**config.mk**
```make
export PLATFORM = sky130hd
export DESIGN_NAME = axi4_lite_regport_flat
export DESIGN_NICKNAME = d
export VERILOG_FILES = /design/src/rtl/axi4_lite_regport_if.sv /design/src/rtl/axi4_lite_regport.sv /design/src/flat_wrapper.sv
export SDC_FILE = /design/constraint.sdc
export NUM_CORES = 1
export LEC_CHECK = 0
export ABC_AREA = 1
export BUFFER_PORTS_ARGS = -buffer_cell sky130_fd_sc_hd__buf_4
export CORE_ASPECT_RATIO = 0.6
export CORE_MARGIN = 2
export CORE_UTILIZATION = 29
export CTS_CLUSTER_SIZE = 10
export DETAILED_ROUTE_END_ITERATION = 10
export PLACE_DENSITY_LB_ADDON = 0.15
export SYNTH_ARGS = -nofsm -noshare
export SYNTH_HDL_FRONTEND = slang
export SYNTH_SLANG_ARGS = --single-unit
```
**constraint.sdc**
```tcl
create_clock -name S_AXI_ACLK -period 4 [get_ports S_AXI_ACLK]
set_clock_uncertainty 0.1 [all_clocks]
set_input_delay 0.8 -clock S_AXI_ACLK [delete_from_list [all_inputs] [get_ports S_AXI_ACLK]]
set_output_delay 0.8 -clock S_AXI_ACLK [all_outputs]
set_load 0.05 [all_outputs]
```
**src/rtl/axi4_lite_regport_if.sv**
```systemverilog
// AXI4-Lite channel bundle between a PS-side master and the register-port slave.
// Signal names follow the AXI port naming used by the slave's documentation.
interface axi4_lite_regport_if #(
    parameter int ADDR_W = 32,
    parameter int DATA_W = 32
);
    logic [ADDR_W-1:0]   S_AXI_ARADDR;
    logic                S_AXI_ARVALID;
    logic                S_AXI_ARREADY;
    logic [DATA_W-1:0]   S_AXI_RDATA;
    logic [1:0]          S_AXI_RRESP;
    logic                S_AXI_RVALID;
    logic                S_AXI_RREADY;
    logic [ADDR_W-1:0]   S_AXI_AWADDR;
    logic                S_AXI_AWVALID;
    logic                S_AXI_AWREADY;
    logic [DATA_W-1:0]   S_AXI_WDATA;
    logic [DATA_W/8-1:0] S_AXI_WSTRB;
    logic                S_AXI_WVALID;
    logic                S_AXI_WREADY;
    logic [1:0]          S_AXI_BRESP;
    logic                S_AXI_BVALID;
    logic                S_AXI_BREADY;

    modport master (
        output S_AXI_ARADDR, S_AXI_ARVALID, S_AXI_RREADY,
        output S_AXI_AWADDR, S_AXI_AWVALID, S_AXI_WDATA, S_AXI_WSTRB, S_AXI_WVALID, S_AXI_BREADY,
        input  S_AXI_ARREADY, S_AXI_RDATA, S_AXI_RRESP, S_AXI_RVALID,
        input  S_AXI_AWREADY, S_AXI_WREADY, S_AXI_BRESP, S_AXI_BVALID
    );

    modport slave (
        input  S_AXI_ARADDR, S_AXI_ARVALID, S_AXI_RREADY,
        input  S_AXI_AWADDR, S_AXI_AWVALID, S_AXI_WDATA, S_AXI_WSTRB, S_AXI_WVALID, S_AXI_BREADY,
        output S_AXI_ARREADY, S_AXI_RDATA, S_AXI_RRESP, S_AXI_RVALID,
        output S_AXI_AWREADY, S_AXI_WREADY, S_AXI_BRESP, S_AXI_BVALID
    );
endinterface

```
**src/rtl/axi4_lite_regport.sv**
```systemverilog
// AXI4-Lite slave bridging register accesses onto a strobe-based set/get port,
// with independent AW/W acceptance, range decode (DECERR) and read timeout (SLVERR).
module axi4_lite_regport #(
    parameter int unsigned                   C_S_AXI_ADDR_WIDTH = 32,
    parameter int unsigned                   C_S_AXI_DATA_WIDTH = 32,
    parameter logic [C_S_AXI_ADDR_WIDTH-1:0] C_BASEADDR         = 32'h4000_0000,
    parameter logic [C_S_AXI_ADDR_WIDTH-1:0] C_HIGHADDR         = 32'h4001_ffff,
    parameter int unsigned                   C_RD_TIMEOUT       = 16
) (
    input  logic                              S_AXI_ACLK,
    input  logic                              S_AXI_ARESET,
    axi4_lite_regport_if.slave                s_axi,
    output logic [C_S_AXI_ADDR_WIDTH-1:0]     set_addr,
    output logic [C_S_AXI_DATA_WIDTH-1:0]     set_data,
    output logic [C_S_AXI_DATA_WIDTH/8-1:0]   set_strb,
    output logic                              set_stb,
    output logic [C_S_AXI_ADDR_WIDTH-1:0]     get_addr,
    output logic                              get_stb,
    input  logic [C_S_AXI_DATA_WIDTH-1:0]     get_data,
    input  logic                              get_ack
);
    localparam int unsigned AW = C_S_AXI_ADDR_WIDTH;
    localparam int unsigned DW = C_S_AXI_DATA_WIDTH;
    localparam int unsigned SW = C_S_AXI_DATA_WIDTH / 8;

    localparam logic [1:0] RESP_OKAY   = 2'b00;
    localparam logic [1:0] RESP_SLVERR = 2'b10;
    localparam logic [1:0] RESP_DECERR = 2'b11;
    localparam logic [7:0] RD_LAST     = 8'(C_RD_TIMEOUT - 1);

    typedef enum logic [1:0] {WR_IDLE, WR_WRITE, WR_RESP} wr_state_e;
    typedef enum logic [1:0] {RD_IDLE, RD_WAIT, RD_RESP} rd_state_e;

    function automatic logic in_range(input logic [AW-1:0] a);
        return (a >= C_BASEADDR) && (a <= C_HIGHADDR);
    endfunction

    // Write path state
    wr_state_e         wr_state_q, wr_state_d;
    logic              aw_have_q, aw_have_d, w_have_q, w_have_d;
    logic              aw_ok_q, aw_ok_d;
    logic [AW-1:0]     aw_off_q, aw_off_d;
    logic [DW-1:0]     w_data_q, w_data_d;
    logic [SW-1:0]     w_strb_q, w_strb_d;
    logic [AW-1:0]     set_addr_q, set_addr_d;
    logic [DW-1:0]     set_data_q, set_data_d;
    logic [SW-1:0]     set_strb_q, set_strb_d;
    logic              set_stb_q, set_stb_d;
    logic              awready_q, awready_d, wready_q, wready_d;
    logic              bvalid_q, bvalid_d;
    logic [1:0]        bresp_q, bresp_d;
    logic              aw_hs, w_hs;

    // Read path state
    rd_state_e         rd_state_q, rd_state_d;
    logic [7:0]        rd_cnt_q, rd_cnt_d;
    logic [AW-1:0]     get_addr_q, get_addr_d;
    logic              get_stb_q, get_stb_d;
    logic              arready_q, arready_d;
    logic              rvalid_q, rvalid_d;
    logic [DW-1:0]     rdata_q, rdata_d;
    logic [1:0]        rresp_q, rresp_d;
    logic              ar_hs;

    always_comb begin
        // NOTE: every signal gets a default before the case so no path leaves it unassigned (no latches).
        wr_state_d = wr_state_q;
        aw_have_d  = aw_have_q;
        w_have_d   = w_have_q;
        aw_ok_d    = aw_ok_q;
        aw_off_d   = aw_off_q;
        w_data_d   = w_data_q;
        w_strb_d   = w_strb_q;
        set_addr_d = set_addr_q;
        set_data_d = set_data_q;
        set_strb_d = set_strb_q;
        set_stb_d  = 1'b0;
        awready_d  = 1'b0;
        wready_d   = 1'b0;
        bvalid_d   = bvalid_q;
        bresp_d    = bresp_q;
        aw_hs      = s_axi.S_AXI_AWVALID && awready_q;
        w_hs       = s_axi.S_AXI_WVALID && wready_q;

        case (wr_state_q)
            WR_IDLE: begin
                if (aw_hs) begin
                    aw_have_d = 1'b1;
                    aw_ok_d   = in_range(s_axi.S_AXI_AWADDR);
                    aw_off_d  = s_axi.S_AXI_AWADDR - C_BASEADDR;
                end
                if (w_hs) begin
                    w_have_d = 1'b1;
                    w_data_d = s_axi.S_AXI_WDATA;
                    w_strb_d = s_axi.S_AXI_WSTRB;
                end
                // Both halves present: fire the strobe next cycle using this cycle's captures.
                if (aw_have_d && w_have_d) begin
                    wr_state_d = WR_WRITE;
                    set_stb_d  = aw_ok_d;
                    bresp_d    = aw_ok_d ? RESP_OKAY : RESP_DECERR;
                    if (aw_ok_d) begin
                        set_addr_d = aw_off_d;
                        set_data_d = w_data_d;
                        set_strb_d = w_strb_d;
                    end
                end else begin
                    awready_d = !aw_have_d;
                    wready_d  = !w_have_d;
                end
            end
            WR_WRITE: begin
                aw_have_d  = 1'b0;
                w_have_d   = 1'b0;
                bvalid_d   = 1'b1;
                wr_state_d = WR_RESP;
            end
            WR_RESP: begin
                if (s_axi.S_AXI_BREADY) begin
                    bvalid_d   = 1'b0;
                    awready_d  = 1'b1;
                    wready_d   = 1'b1;
                    wr_state_d = WR_IDLE;
                end
            end
            default: wr_state_d = WR_IDLE;
        endcase
    end

    always_comb begin
        rd_state_d = rd_state_q;
        rd_cnt_d   = rd_cnt_q;
        get_addr_d = get_addr_q;
        get_stb_d  = 1'b0;
        arready_d  = 1'b0;
        rvalid_d   = rvalid_q;
        rdata_d    = rdata_q;
        rresp_d    = rresp_q;
        ar_hs      = s_axi.S_AXI_ARVALID && arready_q;

        case (rd_state_q)
            RD_IDLE: begin
                arready_d = 1'b1;
                if (ar_hs) begin
                    arready_d  = 1'b0;
                    get_addr_d = s_axi.S_AXI_ARADDR - C_BASEADDR;
                    if (in_range(s_axi.S_AXI_ARADDR)) begin
                        rd_state_d = RD_WAIT;
                        rd_cnt_d   = 8'd0;
                        get_stb_d  = 1'b1;
                    end else begin
                        rd_state_d = RD_RESP;
                        rdata_d    = '0;
                        rresp_d    = RESP_DECERR;
                        rvalid_d   = 1'b1;
                    end
                end
            end
            RD_WAIT: begin
                // An ack arriving on the expiry cycle still wins over the timeout.
                if (get_ack) begin
                    rd_state_d = RD_RESP;
                    rdata_d    = get_data;
                    rresp_d    = RESP_OKAY;
                    rvalid_d   = 1'b1;
                end else if (rd_cnt_q == RD_LAST) begin
                    rd_state_d = RD_RESP;
                    rdata_d    = '0;
                    rresp_d    = RESP_SLVERR;
                    rvalid_d   = 1'b1;
                end else begin
                    rd_cnt_d = rd_cnt_q + 8'd1;
                end
            end
            RD_RESP: begin
                if (s_axi.S_AXI_RREADY) begin
                    rvalid_d   = 1'b0;
                    arready_d  = 1'b1;
                    rd_state_d = RD_IDLE;
                end
            end
            default: rd_state_d = RD_IDLE;
        endcase
    end

    // NOTE: sequential state uses non-blocking assignments so all flops update together on the edge.
    always_ff @(posedge S_AXI_ACLK) begin
        if (S_AXI_ARESET) begin
            wr_state_q <= WR_IDLE;
            aw_have_q  <= 1'b0;
            w_have_q   <= 1'b0;
            aw_ok_q    <= 1'b0;
            aw_off_q   <= '0;
            w_data_q   <= '0;
            w_strb_q   <= '0;
            set_addr_q <= '0;
            set_data_q <= '0;
            set_strb_q <= '0;
            set_stb_q  <= 1'b0;
            awready_q  <= 1'b0;
            wready_q   <= 1'b0;
            bvalid_q   <= 1'b0;
            bresp_q    <= 2'b00;
            rd_state_q <= RD_IDLE;
            rd_cnt_q   <= 8'd0;
            get_addr_q <= '0;
            get_stb_q  <= 1'b0;
            arready_q  <= 1'b0;
            rvalid_q   <= 1'b0;
            rdata_q    <= '0;
            rresp_q    <= 2'b00;
        end else begin
            wr_state_q <= wr_state_d;
            aw_have_q  <= aw_have_d;
            w_have_q   <= w_have_d;
            aw_ok_q    <= aw_ok_d;
            aw_off_q   <= aw_off_d;
            w_data_q   <= w_data_d;
            w_strb_q   <= w_strb_d;
            set_addr_q <= set_addr_d;
            set_data_q <= set_data_d;
            set_strb_q <= set_strb_d;
            set_stb_q  <= set_stb_d;
            awready_q  <= awready_d;
            wready_q   <= wready_d;
            bvalid_q   <= bvalid_d;
            bresp_q    <= bresp_d;
            rd_state_q <= rd_state_d;
            rd_cnt_q   <= rd_cnt_d;
            get_addr_q <= get_addr_d;
            get_stb_q  <= get_stb_d;
            arready_q  <= arready_d;
            rvalid_q   <= rvalid_d;
            rdata_q    <= rdata_d;
            rresp_q    <= rresp_d;
        end
    end

    assign s_axi.S_AXI_AWREADY = awready_q;
    assign s_axi.S_AXI_WREADY  = wready_q;
    assign s_axi.S_AXI_BVALID  = bvalid_q;
    assign s_axi.S_AXI_BRESP   = bresp_q;
    assign s_axi.S_AXI_ARREADY = arready_q;
    assign s_axi.S_AXI_RVALID  = rvalid_q;
    assign s_axi.S_AXI_RDATA   = rdata_q;
    assign s_axi.S_AXI_RRESP   = rresp_q;
    assign set_addr            = set_addr_q;
    assign set_data            = set_data_q;
    assign set_strb            = set_strb_q;
    assign set_stb             = set_stb_q;
    assign get_addr            = get_addr_q;
    assign get_stb             = get_stb_q;
endmodule

```
**src/flat_wrapper.sv**
```systemverilog
// flat-port wrapper written by rule: the top's interface ports become plain ports
module axi4_lite_regport_flat 
#(
    parameter int unsigned                   C_S_AXI_ADDR_WIDTH = 32,
    parameter int unsigned                   C_S_AXI_DATA_WIDTH = 32,
    parameter logic [C_S_AXI_ADDR_WIDTH-1:0] C_BASEADDR         = 32'h4000_0000,
    parameter logic [C_S_AXI_ADDR_WIDTH-1:0] C_HIGHADDR         = 32'h4001_ffff,
    parameter int unsigned                   C_RD_TIMEOUT       = 16
)
  (S_AXI_ACLK, S_AXI_ARESET, set_addr, set_data, set_strb, set_stb, get_addr, get_stb, get_data, get_ack, s_axi_S_AXI_ARADDR, s_axi_S_AXI_ARVALID, s_axi_S_AXI_RREADY, s_axi_S_AXI_AWADDR, s_axi_S_AXI_AWVALID, s_axi_S_AXI_WDATA, s_axi_S_AXI_WSTRB, s_axi_S_AXI_WVALID, s_axi_S_AXI_BREADY, s_axi_S_AXI_ARREADY, s_axi_S_AXI_RDATA, s_axi_S_AXI_RRESP, s_axi_S_AXI_RVALID, s_axi_S_AXI_AWREADY, s_axi_S_AXI_WREADY, s_axi_S_AXI_BRESP, s_axi_S_AXI_BVALID);
  axi4_lite_regport_if #(.ADDR_W(32), .DATA_W(32)) s_axi_i ();
  input  logic S_AXI_ACLK;
  input  logic S_AXI_ARESET;
  output logic [C_S_AXI_ADDR_WIDTH-1:0] set_addr;
  output logic [C_S_AXI_DATA_WIDTH-1:0] set_data;
  output logic [C_S_AXI_DATA_WIDTH/8-1:0] set_strb;
  output logic set_stb;
  output logic [C_S_AXI_ADDR_WIDTH-1:0] get_addr;
  output logic get_stb;
  input  logic [C_S_AXI_DATA_WIDTH-1:0] get_data;
  input  logic get_ack;
  input wire logic [$bits(s_axi_i.S_AXI_ARADDR)-1:0] s_axi_S_AXI_ARADDR;
  input wire logic [$bits(s_axi_i.S_AXI_ARVALID)-1:0] s_axi_S_AXI_ARVALID;
  input wire logic [$bits(s_axi_i.S_AXI_RREADY)-1:0] s_axi_S_AXI_RREADY;
  input wire logic [$bits(s_axi_i.S_AXI_AWADDR)-1:0] s_axi_S_AXI_AWADDR;
  input wire logic [$bits(s_axi_i.S_AXI_AWVALID)-1:0] s_axi_S_AXI_AWVALID;
  input wire logic [$bits(s_axi_i.S_AXI_WDATA)-1:0] s_axi_S_AXI_WDATA;
  input wire logic [$bits(s_axi_i.S_AXI_WSTRB)-1:0] s_axi_S_AXI_WSTRB;
  input wire logic [$bits(s_axi_i.S_AXI_WVALID)-1:0] s_axi_S_AXI_WVALID;
  input wire logic [$bits(s_axi_i.S_AXI_BREADY)-1:0] s_axi_S_AXI_BREADY;
  output wire logic [$bits(s_axi_i.S_AXI_ARREADY)-1:0] s_axi_S_AXI_ARREADY;
  output wire logic [$bits(s_axi_i.S_AXI_RDATA)-1:0] s_axi_S_AXI_RDATA;
  output wire logic [$bits(s_axi_i.S_AXI_RRESP)-1:0] s_axi_S_AXI_RRESP;
  output wire logic [$bits(s_axi_i.S_AXI_RVALID)-1:0] s_axi_S_AXI_RVALID;
  output wire logic [$bits(s_axi_i.S_AXI_AWREADY)-1:0] s_axi_S_AXI_AWREADY;
  output wire logic [$bits(s_axi_i.S_AXI_WREADY)-1:0] s_axi_S_AXI_WREADY;
  output wire logic [$bits(s_axi_i.S_AXI_BRESP)-1:0] s_axi_S_AXI_BRESP;
  output wire logic [$bits(s_axi_i.S_AXI_BVALID)-1:0] s_axi_S_AXI_BVALID;
  assign s_axi_i.S_AXI_ARADDR = s_axi_S_AXI_ARADDR;
  assign s_axi_i.S_AXI_ARVALID = s_axi_S_AXI_ARVALID;
  assign s_axi_i.S_AXI_RREADY = s_axi_S_AXI_RREADY;
  assign s_axi_i.S_AXI_AWADDR = s_axi_S_AXI_AWADDR;
  assign s_axi_i.S_AXI_AWVALID = s_axi_S_AXI_AWVALID;
  assign s_axi_i.S_AXI_WDATA = s_axi_S_AXI_WDATA;
  assign s_axi_i.S_AXI_WSTRB = s_axi_S_AXI_WSTRB;
  assign s_axi_i.S_AXI_WVALID = s_axi_S_AXI_WVALID;
  assign s_axi_i.S_AXI_BREADY = s_axi_S_AXI_BREADY;
  assign s_axi_S_AXI_ARREADY = s_axi_i.S_AXI_ARREADY;
  assign s_axi_S_AXI_RDATA = s_axi_i.S_AXI_RDATA;
  assign s_axi_S_AXI_RRESP = s_axi_i.S_AXI_RRESP;
  assign s_axi_S_AXI_RVALID = s_axi_i.S_AXI_RVALID;
  assign s_axi_S_AXI_AWREADY = s_axi_i.S_AXI_AWREADY;
  assign s_axi_S_AXI_WREADY = s_axi_i.S_AXI_WREADY;
  assign s_axi_S_AXI_BRESP = s_axi_i.S_AXI_BRESP;
  assign s_axi_S_AXI_BVALID = s_axi_i.S_AXI_BVALID;
  axi4_lite_regport #(.C_S_AXI_ADDR_WIDTH(C_S_AXI_ADDR_WIDTH), .C_S_AXI_DATA_WIDTH(C_S_AXI_DATA_WIDTH), .C_BASEADDR(C_BASEADDR), .C_HIGHADDR(C_HIGHADDR), .C_RD_TIMEOUT(C_RD_TIMEOUT)) u_core (.S_AXI_ACLK(S_AXI_ACLK), .S_AXI_ARESET(S_AXI_ARESET), .s_axi(s_axi_i), .set_addr(set_addr), .set_data(set_data), .set_strb(set_strb), .set_stb(set_stb), .get_addr(get_addr), .get_stb(get_stb), .get_data(get_data), .get_ack(get_ack));
endmodule
```
==> results by group, run 1 <==
Timing
  • Fin Setup TNS: 0 ns
  • Slew Limit Fails: 0
  • WHS: 0.3512 ns
  • RSZ-0062 raised after global routing: false
  • Tmin final: around 2.5 ns
  • Least-Margin Pin Slew: 1.143 ns
  • Final period util: 62.07%
  • Final setup fails: 0
  • F_max: 402.8 MHz
  • Slew HR: 23.49%
  • Hold Fails Final Rpt: 0

Route
  • DR vias/cell: 4.582
  • First-pass iteration count of the detailed router: 5
  • DRC violations left: 0
  • Iteration-0 DRC count of the detailed router: 444
  • Vias: 9187
  • Total wire length: 29190 um
  • Antenna Nets Post-Route: 0
  • DR WL/cell: 14.56 um

Layout
  • Share of post-route cells with drive strength above 1: 22.51%
  • Commonest non-fill, non-tap cell in the layout: buf_4
  • Area Growth Syn to Fin: 31.29%
  • Most frequent cells in the layout: buf_4 (291), nand2_1 (281), dfxtp_1 (225)
  • FILL cells: 3604
  • Layout Nets: roughly 1700
  • # diodes: 0

CTS
  • CTS buffer count: 26
  • CTS tree: built
  • Post-CTS setup buffers: 0
  • Reg clk slew, reported paths: 0.06 ns
  • Root Buffer: clkbuf_16
  • H-tree depth: 1
  • Max Root-Sink Buffers: 3
  • Clk_lat worst skew: 0.54 ns
  • Cts repair resizes: 0
  • Hold Buf Count CTS: 0
  • CTS sink cnt: 225

Synth
  • Yosys reg bits: 225
  • Syn Nets: about 1500
  • Syn avg cell area: 7.523 um^2
  • Synth cell types: 31
  • Register area share after synthesis: between 40% and 50%
  • Synth Cell Area: around 0.0099 mm^2
  • Post-Syn Instances: between 1000 and 1500
  • Yosys warning count: 0

Job
  • # Max-Cap Violations: 0

Die
  • Std cell rows: 52
  • I/O pins: 283
  • Die X: roughly 240 um
  • DIE AREA: 0.03555 mm^2
  • Core area: between 0.03 and 0.04 mm^2
  • Initial Utilization: 29.38%
  • Die extent in y: 146.9 um

Global routing
  • Initial antenna violation count: 0
  • Vias in the first global route: 8519
  • Layer with the highest usage: met2
  • GR Overflow Total: 0
  • Largest net degree at the start of global routing: about 90
  • M3 GR Usage: 4.640%
  • First-pass GRT wire length: roughly 46000 um
  • GRT Overall Usage: between 10% and 20%
  • GRT met1 Usage: 22.35%
  • Met2 Usage GRT: 23.69%

Hold path
  • Min-Delay Path Class: in2reg
  • WHS Path Cells: 2
  • Min-Delay Startpoint: s_axi_S_AXI_ARADDR[30]

Placed design
  • Global placer's final weighted congestion: 0.7563
  • Port buffer count: approximately 280
  • DP HPWL: slightly below 20000 um

Power and ir drop
  • Worst IR Drop VDD: about 280 uV
  • Power Density: 468.1 mW/mm^2
  • Lkg Pwr: 6.561 nW

Setup path
  • WP data arrival: approximately 2.8 ns
  • Sequence of cells on the critical path: buf_4, inv_1, ha_1, nand2_1, nor3_1, nand3_1, nand2_1, nand3_1, nand2_4, buf_12, nand3_1, nand2_1, nor2_1
  • Worst Path Required: between 4 and 5 ns
  • Worst path slowest cell: nand2_4
  • Crit. End Element: flip-flop
  • R2r worst-path depth: 7
  • CP startpoint: s_axi_S_AXI_AWADDR[31]
  • Slowest Stage Delay on Critical Path: ~0.44 ns
  • CP max FO: 57
  • CP startpoint kind: input pin
  • Setup CP Type: in2reg
  • Crit Reg-Reg Startpoint: u_core.rd_state_q[1]

Status
  • Status: completed
## where the power goes
part           switching (W)  internal [W]  total [W]
registers           0.000108       0.00243    0.00254
logic               0.000925      0.000460    0.00139
clock network       0.000915       0.00122    0.00213
total                0.00195       0.00411    0.00606
## cells in the mapped netlist, drive strengths merged
library cell,count,area [um^2]
dfxtp,225,4504
o211ai,68,510.5
clkbuf,44,165.2
nand3b,2,15.01
clkinv,1,3.750
nor2,190,723.2
nand4,2,12.51
mux2i,64,640.6
nor3,4,25.02
o31ai,1,7.510
o21ai,44,220.2
buf,46,326.6
a21boi,1,7.510
or2,4,25.02
inv,101,379.1
a31o,1,8.760
a21oi,130,688.2
nand3,93,465.5
nand2,285,1072
ha,5,62.56
## worst max-delay path, delay by kind of cell
family / cells / cell delay (ns)
AND/OR/NAND/NOR: 9 / 1.23
adder cells (fa/ha/maj): 1 / 0.23
buffers and inverters: 3 / 0.52
## metal layers
layer | part of all wire [%] | vias up
met3 | 6.3 | 34
met1 | 49 | 4217
met2 | 43 | 188
met4 | 1.7 | 0
li1 | - | 4748
met5 | 0 | -
## per-stage QoR
| step | worst slack (ns) | instance area [um^2] | utilization (%) | cells | power, W |
|---|---|---|---|---|---|
| 3_5_place_dp | 0.9926 | 12240 | 36.47 | 1975 | 0.003982 |
| 2_1_floorplan | 1.791 | 9863 | - | 1311 | 0.003575 |
| 5_1_grt | 1.296 | 12950 | 38.57 | 2005 | 0.006408 |
| 4_1_cts | 1.550 | 12950 | 38.57 | 2005 | 0.006171 |
| 3_3_place_gp | 1.053 | 12240 | 36.47 | 1975 | 0.003969 |
| 6_report | 1.517 | 12950 | 38.57 | 2005 | 0.006062 |
## sequential cells by signal, summed over array words and instances, names as in the netlist, 2 cells and up
name and cells:
u_core.s_axi.S_AXI_RRESP 2, u_core.set_strb 4, u_core.rd_cnt_q 8, u_core.rd_state_q 2, u_core.wr_state_q 2, u_core.set_data 32
u_core.w_data_q 32, u_core.aw_off_q 32, u_core.set_addr 32, u_core.w_strb_q 4, u_core.get_addr 32, u_core.s_axi.S_AXI_RDATA 32
## final timing paths
path	endpoint	slack, ns
worst max-delay path	u_core.set_data[15]	1.52
worst min-delay path	u_core.get_addr[30]	0.35
worst max register to register	u_core.get_addr[24]	1.62
worst min register to register	u_core.s_axi.S_AXI_RVALID	0.35
## cell families (layout without fill, tap and decap cells)
group	count (synthesis)	after routing	synth area share (%)
AOI/OAI and AO/OA	245	245	14.63
adders and majority gates	5	5	0.6343
buffers and inverters	192	427	8.867
DFF	225	225	45.67
muxes	64	64	6.495
and+or+nand+nor	580	580	23.71
## area by class of cell
cell class | instances | area [um^2] | share of cell area (%)
inverters | 102 | 387.9 | 2.995
repair buffers | 295 | 2265 | 17.49
clock buffers | 30 | 706.9 | 5.459
flip-flops and latches | 225 | 4504 | 34.78
multi-input cells | 894 | 4512 | 34.84
well taps | 459 | 574.3 | 4.435
(Power assumes the default switching activity.)
==> run 2, diff against run 1 <==
==> constraint.sdc (replaced) <==
create_clock -name S_AXI_ACLK -period 2.37 [get_ports S_AXI_ACLK]
set_clock_uncertainty 0.1 [all_clocks]
set_input_delay 0.474 -clock S_AXI_ACLK [delete_from_list [all_inputs] [get_ports S_AXI_ACLK]]
set_output_delay 0.474 -clock S_AXI_ACLK [all_outputs]
set_load 0.05 [all_outputs]
==> results by group, run 2 (synthesis results as in run 1) <==
Die
  • Core area: 0.03357 mm^2 (unchanged)
  • Initial Utilization: 29.38% (unchanged)
  • DIE AREA: 0.03555 mm^2 (unchanged)
  • Die extent in y: 146.9 um (unchanged)
  • I/O pins: 283 (unchanged)
  • Die X: 242.1 um (unchanged)
  • Std cell rows: 52 (unchanged)

Timing
  • Fin Setup TNS: 0 ns (unchanged)
  • Tmin final: roughly 2.1 ns
  • Slew HR: 54.96% (+31 points)
  • Least-Margin Pin Slew: 0.6749 ns (-0.4685 ns)
  • Hold Fails Final Rpt: 0 (unchanged)
  • RSZ-0062 raised after global routing: false
  • F_max: roughly 480 MHz
  • Final setup fails: 0 (unchanged)
  • Final period util: 88.46%
  • Slew Limit Fails: 0 (unchanged)
  • WHS: 0.07073 ns (-0.2805 ns)

Layout
  • Most frequent cells in the layout: buf_4 (291), nand2_1 (281), dfxtp_1 (225)
  • Area Growth Syn to Fin: 33.08%
  • # diodes: 0 (unchanged)
  • Layout Nets: 1699 (+0.59%)
  • Share of post-route cells with drive strength above 1: 22.99% (+0.48 points)
  • Final Core Density: 39.10% (+0.53 points)
  • Final cell count without fillers: 2016 (+0.55%)
  • Commonest non-fill, non-tap cell in the layout: buf_4

Route
  • Total wire length: 29220 um (+0.12%)
  • DR WL/cell: 14.50 um (-0.43%)
  • First-pass iteration count of the detailed router: 6 (+1)
  • Iteration-0 DRC count of the detailed router: 398 (-10%)
  • Antenna Nets Post-Route: 0 (unchanged)
  • DR vias/cell: 4.545 (-0.81%)
  • Vias: 9163 (-0.26%)
  • DRC violations left: 0 (unchanged)

Setup path
  • Worst Path Required: 2.73 ns (-1.59 ns)
  • Setup CP Type: in2reg
  • R2r worst-path depth: 9 (+2)
  • CP max FO: 34 (-40%)
  • CP startpoint: s_axi_S_AXI_ARADDR[30]
  • Crit Reg-Reg Startpoint: u_core.rd_cnt_q[0]
  • Crit. End Element: flip-flop
  • R2R setup slack: 0.43 ns (-1.19 ns)
  • FF-to-FF End: u_core.rd_cnt_q[4]
  • WP data arrival: 2.45 ns (-0.35 ns)
  • Worst setup endpoint: u_core.s_axi.S_AXI_RDATA[2]
  • CP startpoint kind: input pin

CTS
  • CTS buffer count: 27 (+3.8%)
  • Post-CTS setup buffers: 0 (unchanged)
  • H-tree depth: 1 (unchanged)
  • Max Root-Sink Buffers: 3 (unchanged)
  • CTS tree: built
  • Root Buffer: clkbuf_16
  • CTS sink cnt: 225 (unchanged)
  • Reg clk slew, reported paths: 0.06 ns (about the same)
  • Clk_lat worst skew: 0.53 ns (about the same)

Hold path
  • Min-Delay Path Class: in2reg

Power and ir drop
  • Int Power: 0.006999 W (+70%)
  • Worst IR Drop VDD: 542.3 uV (+93%)
  • Reg power frac: 41.5% (-0.4 points)
  • Power Density: 786.3 mW/mm^2 (+68%)
  • Net Sw Power: 0.003323 W (+71%)
  • Lkg Pwr: 6.644 nW (+1.3%)
  • Switching Fraction: 32.19% (+0.056 points)
  • Clock share of power: 35.0% (-0.2 points)
  • Combinational Power Share: 23.4% (+0.5 points)

Global routing
  • Vias in the first global route: 8596 (+0.90%)
  • GR Overflow Total: 0 (unchanged)
  • Largest net degree at the start of global routing: 142 (+54%)
  • GRT Overall Usage: 15.77% (+0.022 points)
  • First-pass GRT wire length: 46420 um (+0.96%)
  • Initial antenna violation count: 0 (unchanged)

Status
  • Status: completed

Placed design
  • DP HPWL: 19320 um (+0.21%)
  • Global placer's final weighted congestion: 0.7659 (+1.3%)
  • Post-Place Cells: 1983 (+0.41%)
  • Port buffer count: 282 (unchanged)

Job
  • # Max-Cap Violations: 0 (unchanged)
## run 2: through the flow
stage,total power [W],setup slack (ns),instance area (um^2)
2_1_floorplan,0.006034,0.3954,9863
3_3_place_gp,0.006772,0.1157,12400
3_5_place_dp,0.006800,0.01332,12400
4_1_cts,0.01050,0.1052,13120
5_1_grt,0.01090,0.09762,13130
6_report,0.01032,0.2734,13130
## run 2: worst min path at each step
stage / startpoint / to / cells after the start
after CTS: s_axi_S_AXI_ARADDR[22] / u_core.get_addr[22] / 3
after global placement: u_core.s_axi.S_AXI_RRESP[1] / u_core.s_axi.S_AXI_RRESP[1] / 2
after floorplan: u_core.aw_have_q / u_core.aw_have_q / 2
after global routing: s_axi_S_AXI_ARADDR[21] / u_core.get_addr[21] / 3
final: s_axi_S_AXI_ARADDR[21] / u_core.get_addr[21] / 3
after detailed placement: u_core.s_axi.S_AXI_RRESP[1] / u_core.s_axi.S_AXI_RRESP[1] / 2
## run 2: per-layer routing
layer  wire length [um]  GRT usage (%)  up-vias
li1                   -              -     4776
met1              14780          22.56     4168
met2              12070          23.42      188
met3               1852          4.768       31
met4                523          3.086        0
met5                  0              0        -
## run 2: worst max-delay path, stage by stage
cell           delay, ns
dlygate4sd3_1       0.54
buf_4               0.14
ha_1                0.20
nand2_1             0.09
inv_1               0.05
nand2_1             0.05
nand2_1             0.05
inv_1               0.05
nand2_1             0.04
nand2_1             0.09
nand3_1             0.14
nand2_2             0.12
buf_12              0.19
nand2_1             0.08
a21oi_1             0.12
## run 2: power by group through the flow
stage	registers, W	logic [W]	clock network (W)
2_1_floorplan	0.00482	0.00122	0
3_3_place_gp	0.00436	0.00242	0
3_5_place_dp	0.00436	0.00244	0
4_1_cts	0.00429	0.00245	0.00377
5_1_grt	0.00433	0.00267	0.00391
6_report	0.00429	0.00242	0.00362
## run 2: cell type report
| cell class | count | area [um^2] |
|---|---|---|
| Sequential cell | 225 | 4504 |
| Clock buffer | 30 | 696.9 |
| Tap cell | 459 | 574.3 |
| Clock inverter | 2 | 13.76 |
| Inverter | 102 | 387.9 |
| Fill cell | 3561 | 20450 |
| Timing Repair Buffer | 304 | 2435 |
| Multi-Input combinational cell | 894 | 4514 |
## run 2: what timing repair did
item	4_1_cts	5_1_grt
endpoints found under the setup margin	0	9
hold buffers	1	0
hold endpoints to repair	1	0
gates resized for setup	0	1
==> run 3, diff against run 2 <==
--- a/config.mk
+++ b/config.mk
@@ -8,8 +8,7 @@
 export ABC_AREA = 1
 export BUFFER_PORTS_ARGS = -buffer_cell sky130_fd_sc_hd__buf_4
 export CORE_ASPECT_RATIO = 0.6
-export CORE_MARGIN = 2
-export CORE_UTILIZATION = 29
+export CORE_UTILIZATION = 25
 export CTS_CLUSTER_SIZE = 10
 export DETAILED_ROUTE_END_ITERATION = 10
 export PLACE_DENSITY_LB_ADDON = 0.15
==> results by group, run 3 (synthesis results as in run 1) <==
Status
  • Status: completed

Placed design
  • DP HPWL: 20090 um (+4.0%)
  • Placed inst area: 0.01255 mm^2 (+1.2%)
  • Port buffer count: 282 (unchanged)
  • Global placer's final weighted congestion: 0.7554 (-1.4%)

Job
  • # Max-Cap Violations: 0 (unchanged)

Global routing
  • Largest net degree at the start of global routing: 142 (unchanged)
  • Vias in the first global route: 8708 (+1.3%)
  • GRT Overall Usage: 14.45% (-1.3 points)
  • Initial antenna violation count: 0 (unchanged)
  • First-pass GRT wire length: 47440 um (+2.2%)
  • GR Overflow Total: 0 (unchanged)

Layout
  • Commonest non-fill, non-tap cell in the layout: buf_4
  • Most frequent cells in the layout: buf_4 (299), nand2_1 (281), dfxtp_1 (225)
  • Layout Nets: 1708 (+0.53%)
  • Area Growth Syn to Fin: 34.75%
  • # diodes: 0 (unchanged)
  • Share of post-route cells with drive strength above 1: 23.30% (+0.30 points)
  • Post-layout instance area: 0.01329 mm^2 (+1.2%)
  • FILL cells: 4118 (+16%)

Hold path
  • WHS Path Cells: 3 (unchanged)
  • Min-Delay Startpoint: s_axi_S_AXI_ARADDR[21]
  • Min-Delay Path Class: in2reg
  • Endpoint of the worst hold path: u_core.get_addr[21]

Setup path
  • Setup CP Type: in2reg
  • Sequence of cells on the critical path: dlygate4sd3_1, buf_4, ha_1, nand2_1, inv_1, nand2_1, nand2_1, inv_1, nand2_1, nand2_1, nand3_1, nand2_2, buf_12, nand2_1, a21oi_1
  • Worst path slowest cell: dlygate4sd3_1
  • R2r worst-path depth: 8 (-1)
  • Crit. End Element: flip-flop
  • Worst Path Required: 2.73 ns (about the same)
  • CP startpoint kind: input pin
  • Slowest Stage Delay on Critical Path: 0.55 ns (about the same)
  • Crit Reg-Reg Startpoint: u_core.s_axi.S_AXI_AWREADY
  • Buf/Inv on CP: 5 (unchanged)
  • Most used cell, CP: nand2_1
  • FF-to-FF End: u_core.set_addr[23]
  • R2R setup slack: 0.40 ns (-0.03 ns)
  • Top delay family on crit path: buffers and inverters
  • CP max FO: 34 (unchanged)
  • WP data arrival: 2.45 ns (about the same)

Route
  • DR WL/cell: 14.35 um (-1.0%)
  • DR vias/cell: 4.435 (-2.4%)
  • Total wire length: 29910 um (+2.3%)
  • Vias: 9243 (+0.87%)
  • Iteration-0 DRC count of the detailed router: 457 (+15%)
  • Antenna Nets Post-Route: 0 (unchanged)
  • DRC violations left: 0 (unchanged)
  • First-pass iteration count of the detailed router: 5 (-1)

CTS
  • Max Root-Sink Buffers: 3 (unchanged)
  • Post-CTS setup buffers: 0 (unchanged)
  • CTS sink cnt: 225 (unchanged)
  • CTS tree: built
  • CTS buffer count: 27 (unchanged)
  • Clk_lat worst skew: 0.54 ns (about the same)
  • Root Buffer: clkbuf_16
  • H-tree depth: 1 (unchanged)
  • Reg clk slew, reported paths: 0.06 ns (about the same)

Die
  • DIE AREA: 0.04028 mm^2 (+13%)
  • Die X: 258.4 um (+6.7%)
  • Initial Utilization: 25.78% (-3.6 points)
  • Std cell rows: 55 (+5.8%)
  • Die extent in y: 155.9 um (+6.1%)
  • Core area: 0.03826 mm^2 (+14%)
  • I/O pins: 283 (unchanged)

Timing
  • Slew Limit Fails: 0 (unchanged)
  • Hold Fails Final Rpt: 0 (unchanged)
  • Fin Setup TNS: 0 ns (unchanged)
  • RSZ-0062 raised after global routing: false
  • F_max: 477.3 MHz (about the same)
  • Final period util: 88.40% (about the same)
  • Slew HR: 54.11% (-0.85 points)
  • Final setup fails: 0 (unchanged)
  • Tmin final: 2.095 ns (-0.001464 ns)
  • Least-Margin Pin Slew: 0.6884 ns (+0.01347 ns)

Power and ir drop
  • Switching Fraction: 32.11% (-0.077 points)
  • Power Density: 781.1 mW/mm^2 (-0.66%)
  • Worst IR Drop VDD: 498.4 uV (-8.1%)
  • Int Power: 0.007048 W (+0.70%)
  • Net Sw Power: 0.003334 W (+0.34%)
  • Lkg Pwr: 6.689 nW (+0.67%)
  • Reg power frac: 41.3% (-0.2 points)
  • Combinational Power Share: 23.5% (about the same)
  • Clock share of power: 35.2% (+0.2 points)
[run 3: timing repair]
action,4_1_cts,5_1_grt
hold buffers,1,0
resized for setup,0,1
hold endpoints to repair,1,0
setup endpoints to repair,0,9
[run 3: worst register-to-register path: stages, from the launching register on]
cell	delay, ns
dfxtp_1	0.36
nand2_2	0.13
inv_2	0.08
o21ai_1	0.10
nor2_4	0.18
buf_4	0.58
nand3_1	0.20
nand2_1	0.11
nor2_1	0.04
[run 3: how the worst max path moves through the flow]
| stage | slack, ns | from | depth (start not counted) | end |
|---|---|---|---|---|
| floorplan | 0.40 | u_core.s_axi.S_AXI_AWREADY | 9 | u_core.set_addr[17] |
| global placement | 0.11 | s_axi_S_AXI_AWADDR[31] | 13 | u_core.set_addr[10] |
| detailed placement | 0.05 | s_axi_S_AXI_AWADDR[31] | 13 | u_core.set_addr[22] |
| CTS | 0.10 | u_core.rd_cnt_q[0] | 9 | u_core.rd_cnt_q[4] |
| global route | 0.06 | s_axi_S_AXI_ARADDR[30] | 12 | u_core.s_axi.S_AXI_RDATA[12] |
| finish | 0.27 | s_axi_S_AXI_ARADDR[30] | 15 | u_core.s_axi.S_AXI_RDATA[11] |
[run 3: final cells by class]
type | count | area [um^2] | share of cell area [%]
multi-input combinational | 894 | 4514 | 33.97
sequential | 225 | 4504 | 33.89
timing repair buffer | 313 | 2515 | 18.92
clock buffer | 36 | 719.4 | 5.413
tap | 513 | 641.9 | 4.830
inverter | 102 | 387.9 | 2.918
clock inverter | 1 | 7.507 | 0.05649
[run 3: routing by layer]
layer | share of wire (%) | wire (um) | up-vias | track usage, %
li1 | - | - | 4779 | -
met3 | 6.4 | 1900 | 36 | 4.126
met5 | 0 | 0 | - | 0
met1 | 48 | 14440 | 4244 | 20.09
met2 | 43 | 13010 | 184 | 21.96
met4 | 1.9 | 561 | 0 | 3.240
[run 3: power by group through the flow]
stage | clock network [W] | registers (W) | logic, W
6_report | 0.00365 | 0.00429 | 0.00244
5_1_grt | 0.00398 | 0.00433 | 0.00271
4_1_cts | 0.00384 | 0.00429 | 0.00248
3_5_place_dp | 0 | 0.00436 | 0.00247
3_3_place_gp | 0 | 0.00436 | 0.00245
2_1_floorplan | 0 | 0.00482 | 0.00122
[run 3: metrics by stage]
| step | hold WS, ns | instances | total power (W) | setup WS, ns | utilization (%) |
|---|---|---|---|---|---|
| after CTS | 0.03030 | 2084 | 0.01060 | 0.1041 | 34.73 |
| final | 0.06882 | 2084 | 0.01038 | 0.2749 | 34.74 |
| after global placement | 0.3401 | 2046 | 0.006811 | 0.1095 | 32.80 |
| after detailed placement | 0.3423 | 2046 | 0.006834 | 0.05035 | 32.80 |
| after floorplan | 0.3587 | 1311 | 0.006034 | 0.3954 | - |
| after global routing | 0.05003 | 2084 | 0.01101 | 0.05884 | 34.74 |
